<file path="src/rtl/prog_clock_divider.sv">
// ---------------------------------------------------------------------------
// prog_clock_divider
//
// Multi-channel, runtime-programmable clock divider and tick generator.
// Each channel counts system clock cycles up to its active divide value D.
// It produces a one-cycle TICK strobe per period and a DIV_CLK output. In
// pulse mode DIV_CLK is a copy of TICK. In square mode DIV_CLK is a
// registered square wave that is high for floor(D/2) cycles of each period.
//
// A configuration write lands in a per-channel shadow register. The shadow
// is copied into the active register only at a period boundary, so a
// running period is never cut short or stretched. A channel that is
// disabled or idle (D = 0) has no period to protect, so it takes the shadow
// on the next edge.
//
// Parameters
//   CHANNELS     number of independent channels (1..16)
//   WIDTH        counter / divide-value width
//   CH_W         width of CFG_CH, 2**CH_W >= CHANNELS
//   DEFAULT_DIV  active divide value after reset (< 2**WIDTH)
//   DEFAULT_MODE active mode after reset (0 = pulse, 1 = square)
//
// Ports
//   CLK          system clock, rising edge
//   RST_N        asynchronous active-low reset
//   EN           per-channel run enable (level)
//   CFG_WE       one-cycle configuration write strobe
//   CFG_CH       channel index of the write; out-of-range writes are dropped
//   CFG_DIV      new divide value
//   CFG_MODE     new mode (0 = pulse, 1 = square)
//   CFG_PENDING  per channel: shadow written but not yet applied
//   TICK         per channel: one-cycle strobe, once per period
//   DIV_CLK      per channel: divided clock output
// ---------------------------------------------------------------------------
module prog_clock_divider #(
    parameter int CHANNELS     = 2,
    parameter int WIDTH        = 16,
    parameter int CH_W         = 1,
    parameter int DEFAULT_DIV  = 1000,
    parameter bit DEFAULT_MODE = 1'b0
) (
    input  logic                CLK,
    input  logic                RST_N,
    input  logic [CHANNELS-1:0] EN,
    input  logic                CFG_WE,
    input  logic [CH_W-1:0]     CFG_CH,
    input  logic [WIDTH-1:0]    CFG_DIV,
    input  logic                CFG_MODE,
    output logic [CHANNELS-1:0] CFG_PENDING,
    output logic [CHANNELS-1:0] TICK,
    output logic [CHANNELS-1:0] DIV_CLK
);

    typedef enum logic {
        MODE_PULSE  = 1'b0,
        MODE_SQUARE = 1'b1
    } mode_e;

    // One channel's programmable settings; active and shadow share this shape.
    typedef struct packed {
        logic [WIDTH-1:0] div;
        mode_e            mode;
    } cfg_t;

    localparam logic [WIDTH-1:0] RST_DIV  = WIDTH'(DEFAULT_DIV);
    localparam mode_e            RST_MODE = mode_e'(DEFAULT_MODE);
    localparam logic [WIDTH-1:0] ONE      = WIDTH'(1);

    // -----------------------------------------------------------------------
    // State
    // -----------------------------------------------------------------------
    cfg_t                active_q [CHANNELS];
    cfg_t                active_d [CHANNELS];
    cfg_t                shadow_q [CHANNELS];
    cfg_t                shadow_d [CHANNELS];
    logic [WIDTH-1:0]    cnt_q    [CHANNELS];
    logic [WIDTH-1:0]    cnt_d    [CHANNELS];
    logic [CHANNELS-1:0] pending_q;
    logic [CHANNELS-1:0] pending_d;
    logic [CHANNELS-1:0] tick_q;
    logic [CHANNELS-1:0] tick_d;
    logic [CHANNELS-1:0] div_clk_q;
    logic [CHANNELS-1:0] div_clk_d;

    // Per-channel decode of the current cycle
    logic [CHANNELS-1:0] run;       // enabled with a non-zero divide value
    logic [CHANNELS-1:0] wrap;      // last cycle of the current period
    logic [CHANNELS-1:0] cfg_hit;   // configuration write addressed here
    cfg_t                incoming;  // value carried by the write port

    // -----------------------------------------------------------------------
    // Decode
    // -----------------------------------------------------------------------
    // NOTE: every signal driven in an always_comb gets a default first, so
    // no path through the block can leave it unassigned and infer a latch.
    always_comb begin
        run           = '0;
        wrap          = '0;
        cfg_hit       = '0;
        incoming.div  = CFG_DIV;
        incoming.mode = mode_e'(CFG_MODE);
        for (int c = 0; c < CHANNELS; c++) begin
            run[c]  = EN[c] && (active_q[c].div != '0);
            wrap[c] = run[c] && (cnt_q[c] == (active_q[c].div - ONE));
            // An index at or beyond CHANNELS matches no channel, which is
            // how out-of-range writes are dropped.
            cfg_hit[c] = CFG_WE && (int'(CFG_CH) == c);
        end
    end

    // -----------------------------------------------------------------------
    // Shadow / active configuration
    // -----------------------------------------------------------------------
    always_comb begin
        active_d  = active_q;
        shadow_d  = shadow_q;
        pending_d = pending_q;
        for (int c = 0; c < CHANNELS; c++) begin
            if (cfg_hit[c] && wrap[c]) begin
                // The write lands exactly on a boundary: take it straight
                // into the active set so the next period already uses it.
                active_d[c]  = incoming;
                shadow_d[c]  = incoming;
                pending_d[c] = 1'b0;
            end else begin
                // Apply points. With nothing pending the shadow equals the
                // active set, so copying it unconditionally is harmless.
                if (wrap[c] || !EN[c] || (active_q[c].div == '0)) begin
                    active_d[c]  = shadow_q[c];
                    pending_d[c] = 1'b0;
                end
                // A new write always ends up pending; the last write wins.
                if (cfg_hit[c]) begin
                    shadow_d[c]  = incoming;
                    pending_d[c] = 1'b1;
                end
            end
        end
    end

    // -----------------------------------------------------------------------
    // Counter and outputs
    // -----------------------------------------------------------------------
    always_comb begin
        cnt_d     = cnt_q;
        tick_d    = '0;
        div_clk_d = '0;
        for (int c = 0; c < CHANNELS; c++) begin
            if (!run[c]) begin
                // Disabled or D = 0: park at zero with both outputs low.
                cnt_d[c] = '0;
            end else begin
                cnt_d[c]  = wrap[c] ? '0 : (cnt_q[c] + ONE);
                tick_d[c] = wrap[c];
                // active_d differs from active_q only on a wrap, when cnt_d
                // is 0. Using it makes a newly applied D and mode shape the
                // very first cycle of the new period.
                if (active_d[c].mode == MODE_SQUARE) begin
                    div_clk_d[c] = (cnt_d[c] < (active_d[c].div >> 1));
                end else begin
                    div_clk_d[c] = wrap[c];
                end
            end
        end
    end

    // -----------------------------------------------------------------------
    // Registers
    // -----------------------------------------------------------------------
    // NOTE: sequential state uses non-blocking assignments only, so every
    // flop samples the values from before the edge regardless of order.
    // NOTE: the per-channel configuration arrays are reset on purpose: the
    // channels must come up running DEFAULT_DIV/DEFAULT_MODE, with the
    // shadow equal to the active set so an idle apply changes nothing.
    always_ff @(posedge CLK or negedge RST_N) begin
        if (!RST_N) begin
            for (int c = 0; c < CHANNELS; c++) begin
                active_q[c].div  <= RST_DIV;
                active_q[c].mode <= RST_MODE;
                shadow_q[c].div  <= RST_DIV;
                shadow_q[c].mode <= RST_MODE;
                cnt_q[c]         <= '0;
            end
            pending_q <= '0;
            tick_q    <= '0;
            div_clk_q <= '0;
        end else begin
            for (int c = 0; c < CHANNELS; c++) begin
                active_q[c] <= active_d[c];
                shadow_q[c] <= shadow_d[c];
                cnt_q[c]    <= cnt_d[c];
            end
            pending_q <= pending_d;
            tick_q    <= tick_d;
            div_clk_q <= div_clk_d;
        end
    end

    assign CFG_PENDING = pending_q;
    assign TICK        = tick_q;
    assign DIV_CLK     = div_clk_q;

endmodule

</file>
<file path="config.mk">
export PLATFORM = sky130hd
export DESIGN_NAME = prog_clock_divider
export DESIGN_NICKNAME = d
export VERILOG_FILES = /design/src/rtl/prog_clock_divider.sv
export SDC_FILE = /design/constraint.sdc
export NUM_CORES = 1
export LEC_CHECK = 0
export BUFFER_PORTS_ARGS = -buffer_cell sky130_fd_sc_hd__buf_2
export CORE_AREA = 2 2 94 132
export CTS_CLUSTER_SIZE = 8
export DETAILED_ROUTE_END_ITERATION = 7
export DIE_AREA = 0 0 96 134
export GPL_TIMING_DRIVEN = 0
export PLACE_DENSITY_LB_ADDON = 0.15
export SLEW_MARGIN = 30
export SYNTH_ARGS = -nofsm -noshare
export SYNTH_HDL_FRONTEND = slang
export SYNTH_SLANG_ARGS = --single-unit
</file>
<file path="constraint.sdc">
create_clock -name CLK -period 6.6 [get_ports CLK]
set_clock_uncertainty 0.05 [all_clocks]
set_input_delay 1.65 -clock CLK [delete_from_list [all_inputs] [get_ports CLK]]
set_output_delay 1.65 -clock CLK [all_outputs]
set_load 0.01 [all_outputs]
</file>
# Yosys cells after proc, flatten, opt, wreduce, memory -nomap -nowiden
# Cells that the tools add are included.
dict set report word_totals {
  output_inout_bits 6
  register_bits 106
  latchBits 0
  mem_bits_ro 0
  in_bits 23
  mem_bits_rw 0
  word_cells 73
  n_memories 0
}
dict set report op_classes {
  n_eq_ne 2
  n_div 0
  multipliers 0
  shift 0
  magnitude_cmp 2
  n_addsub 4
  n_mux 24
  bitwise 1
  n_reduce_logical 24
}
# cell n
set op_table {}
lappend op_table {{two-way mux 17 bit} 8}
lappend op_table {{two-way mux 16 bit} 4}
lappend op_table {{adder 16 x 1 -> 16 bit (second input constant)} 2}
lappend op_table {{equality test 16 bit} 2}
lappend op_table {{logical NOT 16 bit} 2}
lappend op_table {{< comparator 16 x 15 -> 1 bit} 2}
lappend op_table {{nonzero test 16 bit} 2}
lappend op_table {{subtractor 16 x 1 -> 16 bit (second input constant)} 2}
lappend op_table {{two-way mux 1 bit} 12}
lappend op_table {{logical AND 1 bit} 8}
lappend op_table {{nonzero test 2 bit} 4}
lappend op_table {{nonzero test 3 bit} 2}
lappend op_table {{logical OR 1 bit} 4}
lappend op_table {{logical NOT 1 bit} 2}
lappend op_table {{NOT 1 bit} 1}

# Depth between registers and ports, before layout
dict set report depth {
  ltp_word 10
  depth_mapped 23
  ltp_nobuf 21
}

# Least setup slack after synthesis
# Ideal clock, no wire load.
dict set report synth_timing {
  kind {register to register}
  from {reg active_q[22] (netlist bit)}
  to {reg div_clk_q[0] (netlist: DIV_CLK[0])}
  arrival_time_ns 4.761
  stages_incl_launch_ff 23
  synth_period_minus_slack_ns 4.879
  setup_time_ns 0.068
  n_path_buf 3
  path_slack_ns 1.721
  required_time_ns 6.482
  cell_sequence {dfrtp_1 > buf_6 > or4_1 > buf_2 > or4_4 > or4_4 > a22oi_4 > nand4_4 > nor2_4 > nand2_2 > buf_2 > nand2_1 > o21ai_0 > ha_1 > a21o_1 > a21o_1 > a21oi_1 > o21ai_0 > a211o_1 > nor2_1 > o21ai_0 > o221ai_1 > and3_1}
}
dict set report synth_via {
  elab_chain_cells 10
  word_cells_on_any_way 15
  cone_classes {1 x add/sub; 1 x order compare; 1 x eq/ne; 5 x mux; 7 x reduce/logical}
}
# element line
set synth_rtl {}
lappend synth_rtl {{start, declared} 72} ;# cfg_t active_q [CHANNELS];
lappend synth_rtl {{start signal, assigned by index} 189} ;# active_q[c] <= active_d[c];
lappend synth_rtl {{subtractor 16 x 1 -> 16 bit / nonzero test 16 bit (equally long branches)} {104, 103}}
lappend synth_rtl {{equality test 16 bit / logical AND 1 bit (equally long branches)} {104, 103}}
lappend synth_rtl {{logical AND 1 bit} 104} ;# wrap[c] = run[c] && (cnt_q[c] == (active_q[c].div - ONE));
lappend synth_rtl {{logical OR 1 bit (2 in series)} 128} ;# if (wrap[c] || !EN[c] || (active_q[c].div == '0)) begin
lappend synth_rtl {{two-way mux 17 bit} 128}
lappend synth_rtl {{two-way mux 17 bit} 119} ;# if (cfg_hit[c] && wrap[c]) begin
lappend synth_rtl {{< comparator 16 x 15 -> 1 bit} 159} ;# div_clk_d[c] = (cnt_d[c] < (active_d[c].div >> 1));
lappend synth_rtl {{two-way mux 1 bit} 158} ;# if (active_d[c].mode == MODE_SQUARE) begin
lappend synth_rtl {{two-way mux 1 bit (*)} 149} ;# if (!run[c]) begin
lappend synth_rtl {{named net div_clk_d[0]} 83} ;# logic [CHANNELS-1:0] div_clk_d;
lappend synth_rtl {{end signal, assigned} 195} ;# div_clk_q <= div_clk_d;
lappend synth_rtl {{end, declared} 82} ;# logic [CHANNELS-1:0] div_clk_q;
# The timed path passes the listed nets; every way through them passes the cells marked *. The select of a mux whose other input is x is not followed.
# A chain may end at the register's enable or synchronous reset.

# Worst setup path after layout
dict set report layout_timing {
  from {reg active_q[1] (netlist bit)}
  to {reg div_clk_q[1] (netlist: DIV_CLK[1])}
}
# Same word-level chain as after synthesis.

==> results.md <==
* Ranking of synthesized cells by area: dfrtp_1 (30%), dfstp_2 (9.2%), ha_1 (6.2%), nor2_1 (5.7%), nand2_1 (5.0%)
* Pint at roughly 0.0012 W
* Num CTS Buffers at 9
* Peak Freq at 166.2 MHz
* Global-route wire length before repair at 29,840 um
* Worst r2r src: active_q[1]$_DFFE_PN0P_
* Post-synth EDFFs at 0
* Setup violators final at 0
* DP Area at 7197 um^2
* Netlist cell types at 64
* Critical path endpoint category: register
* Syn Area/Cell at approximately 8.9 um^2
* Setup TNS at 0 ns
* Remaining DRCs at 0
* Max-cap violations at 0
* Worst min path class: reg2reg
* Via count at about 6,000
* Clock power frac at approximately 30%
* Synthesis Warnings at 0
* Die extent in y at 134 um
* Final Cycle Share at 91.18%
* Fin. Hold Viols at 0
* Vias in the first global route at 6,130
* Cts repair resizes at 0
* Share of post-route cells with drive strength above 1 at ~14%
* Worst IR Drop VDD at 142.6 uV
* Clock-pin slew on the worst setup and hold paths at roughly 0.08 ns
* Worst reg2reg path endpoint: DIV_CLK[1]$_DFF_PN0_
* Clock period minus worst slack at around 6.0 ns
* Area Overhead vs Synth at 9.385%
* H-Tree Depth at 3
* WHS Path Cells at 2
* Number of diodes at 0
* Detailed placer's ending HPWL at ~14,000 um
* Die Wd at 96 um
* Crit path max fanout at 10
* Seq pwr share at 46.0%
* R2R depth at 21
* Tightest hold margin at about 0.41 ns
* Drt wl/cell at 18.87 um
* CP Class: reg2reg
* Total Nets Final at about 870
* Slew headroom at about 37%
* Die ar. at ~13,000 um^2
* Initial antenna violation count at 0
* Crit path cell chain: inv_1, ha_1, nor3b_1, nand2_1, or4_1, a21oi_1, nand4_1, o21ai_0, clkbuf_1, clkbuf_1, a21oi_1, ha_1, a21o_1, a21o_1, a21o_1, a21oi_1, nor2b_1, o21ai_0, o2111a_1, o211ai_1, o31ai_1
* Max Transition Viols Final at 0
* CORE AREA at approximately 12,000 um^2
* Hold endpoint: shadow_q[25]$_DFFE_PN1P_
* Port Buffers at 28
* Leakage at about 3.5 nW
* Outcome: finished, final reports clean
* Drt initial violations at roughly 350
* Drt total wl at 18,170 um
* Largest net degree at the start of global routing at 70
* TritonCTS Sinks at 106
* Crit path required time at about 6.8 ns
* Post-DRT Antenna Nets at 0
* Syn nets at slightly above 800
* Fin util at 63.93%
* CP startpoint kind: register
* RSZ-0062 raised after global routing: false
* Ys flop type: dfrtp_1
* Total gr overflow at 0
* Crit path arrival time at 6.20 ns
* Std cell rows at 47
* Fraction of registers with async set/reset at 100.0%
* Buffer and inverter count on the worst path at 3
* CTS tree: done
* Largest area contributor in the netlist: dfrtp_1
* # hold bufs at CTS at 0
* Crit-path slowest cell: nor3b_1
* CTS Buffer Depth at 2
* Cell area after synthesis at ~6800 um^2
* Postcts setup bufs at 0
* Initial Util at approximately three fifths
* Largest stage delay on the critical path at between 0.6 and 0.7 ns
* Comb pwr share at between 20% and 30%
* Yosys top cell area share at a little under a third
* Gpl congestion at between 0.9 and 1
* Hold Crit Start: shadow_q[25]$_DFFE_PN1P_
* Ports at 29
* Worst slew pin tran at 0.9504 ns
* Drt first pass iters at 5
* Clock Tree Root: clkbuf_16
* Synthesized instance count at between 700 and 800
* PD cells at 233.3 nW/um^2
* GRT Resource Usage Total at a little under a third
* Reg-to-reg slack, setup at between 0.5 and 0.6 ns
* Psw at 0.0005709 W
* Post-layout instance area at around 7500 um^2
* Via-to-Cell Ratio at about 6.1
* CP top delay family: compound AO/OA/AOI/OAI gates
* Seq/Total Area, Yosys at roughly two fifths
* Register bit total from synthesis at about 110
* Clock Latency Late Sink at about 0.35 ns
* Sw Ratio at between 30% and 40%
==> registers in the layout, summed over array words and instances (netlist names) <==
signal,cells
cnt_q,32
TICK,2
active_q,34
DIV_CLK,2
CFG_PENDING,2
shadow_q,34
==> cells in the mapped netlist (all sizes together), types with 17 or more instances <==
library cell,n
a21oi,34
dfstp,24
a21o,20
nand4,18
ha,34
nand3,22
o21ai,30
xnor2,30
nor2,104
dfrtp,82
clkbuf,32
xor2,33
nand2,94
inv,17
==> worst register-to-register path: cells and delay by family, from the launching register on <==
family	cells	cell delay, ns
buffers and inverters	3	1.02
DFF	1	0.47
adders and majority gates	2	0.60
and+or+nand+nor	5	1.66
AOI/OAI and AO/OA	11	2.10
==> power groups by stage <==
stage,sequential (W),clock [W],combinational (W)
after detailed placement,0.000810,0,0.000422
after floorplan,0.000788,0,0.000309
after global routing,0.000811,0.000544,0.000481
final,0.000803,0.000511,0.000431
after global placement,0.000806,0,0.000399
after CTS,0.000799,0.000517,0.000426
==> final cells by class <==
cell class              instances  area, um^2
repair buffers                 29       173.9
well taps                     147       183.9
inverters                      17       63.81
fillers                       965        4222
multi-input cells             606        3919
clock buffers                  10       229.0
flip-flops and latches        106        2683
plain buffers                  42       180.2
clock inverters                 6       48.80
==> layout by cell type (no fill, tap or decap), types with 5 or more instances in the layout <==
master,synthesis,routed
or4_1,6,6
nand3_1,22,22
mux2_2,16,16
xor2_1,33,33
inv_1,17,17
buf_2,6,33
clkbuf_1,32,33
ha_1,34,34
nand2b_1,5,5
nor2_1,103,103
o211ai_1,7,7
xnor2_1,30,30
nor4_1,13,12
nand2_1,92,92
o21ai_0,28,28
nor3_1,13,13
dfstp_2,24,24
nor2b_1,8,8
and3_1,14,14
clkbuf_16,0,9
o21a_1,16,16
a21oi_1,34,34
nand4_1,17,17
a22oi_1,15,15
dfrtp_1,82,82
mux2i_1,13,13
or2_2,7,7
a21o_1,20,20
==> per-stage QoR <==
stage / total power, W / cells / setup WS [ns]
after global placement: 0.001205 / 946 / 0.9225
after detailed placement: 0.001232 / 947 / 0.7358
after CTS: 0.001743 / 963 / 0.6882
after floorplan: 0.001097 / 771 / 1.721
after global routing: 0.001835 / 963 / 0.2767
final: 0.001745 / 963 / 0.5819
==> cell families after synthesis <==
logic type                 after synthesis  synth area share (%)
and+or+nand+nor                        327                 23.16
AOI/OAI and AO/OA                      153                 15.22
DFF                                    106                 39.22
xor gates and xnor gates                63                 8.068
buffers and inverters                   59                 3.568
adders and majority gates               34                 6.220
muxes                                   29                 4.537
==> per-layer routing <==
metal / up-vias / GRT usage (%) / routed length, um
li1: 2802 / - / -
met1: 2851 / 33.38 / 6775
met2: 194 / 53.20 / 9760
met3: 59 / 3.989 / 674
met4: 0 / 17.86 / 963
met5: - / 0 / 0
==> how the worst max path moves through the flow <==
stage                             from              endpoint  slack [ns]  depth (start not counted)
6_report       active_q[1]$_DFFE_PN0P_  DIV_CLK[1]$_DFF_PN0_        0.58                         21
5_1_grt        active_q[1]$_DFFE_PN0P_  DIV_CLK[1]$_DFF_PN0_        0.28                         21
4_1_cts        active_q[1]$_DFFE_PN0P_  DIV_CLK[1]$_DFF_PN0_        0.69                         21
3_5_place_dp   active_q[1]$_DFFE_PN0P_  DIV_CLK[1]$_DFF_PN0_        0.74                         21
3_3_place_gp   active_q[1]$_DFFE_PN0P_  DIV_CLK[1]$_DFF_PN0_        0.92                         21
2_1_floorplan   active_q[22]$_DFF_PN0_  DIV_CLK[0]$_DFF_PN0_        1.72                         22
No activity file was read; power rests on OpenSTA's default activity.
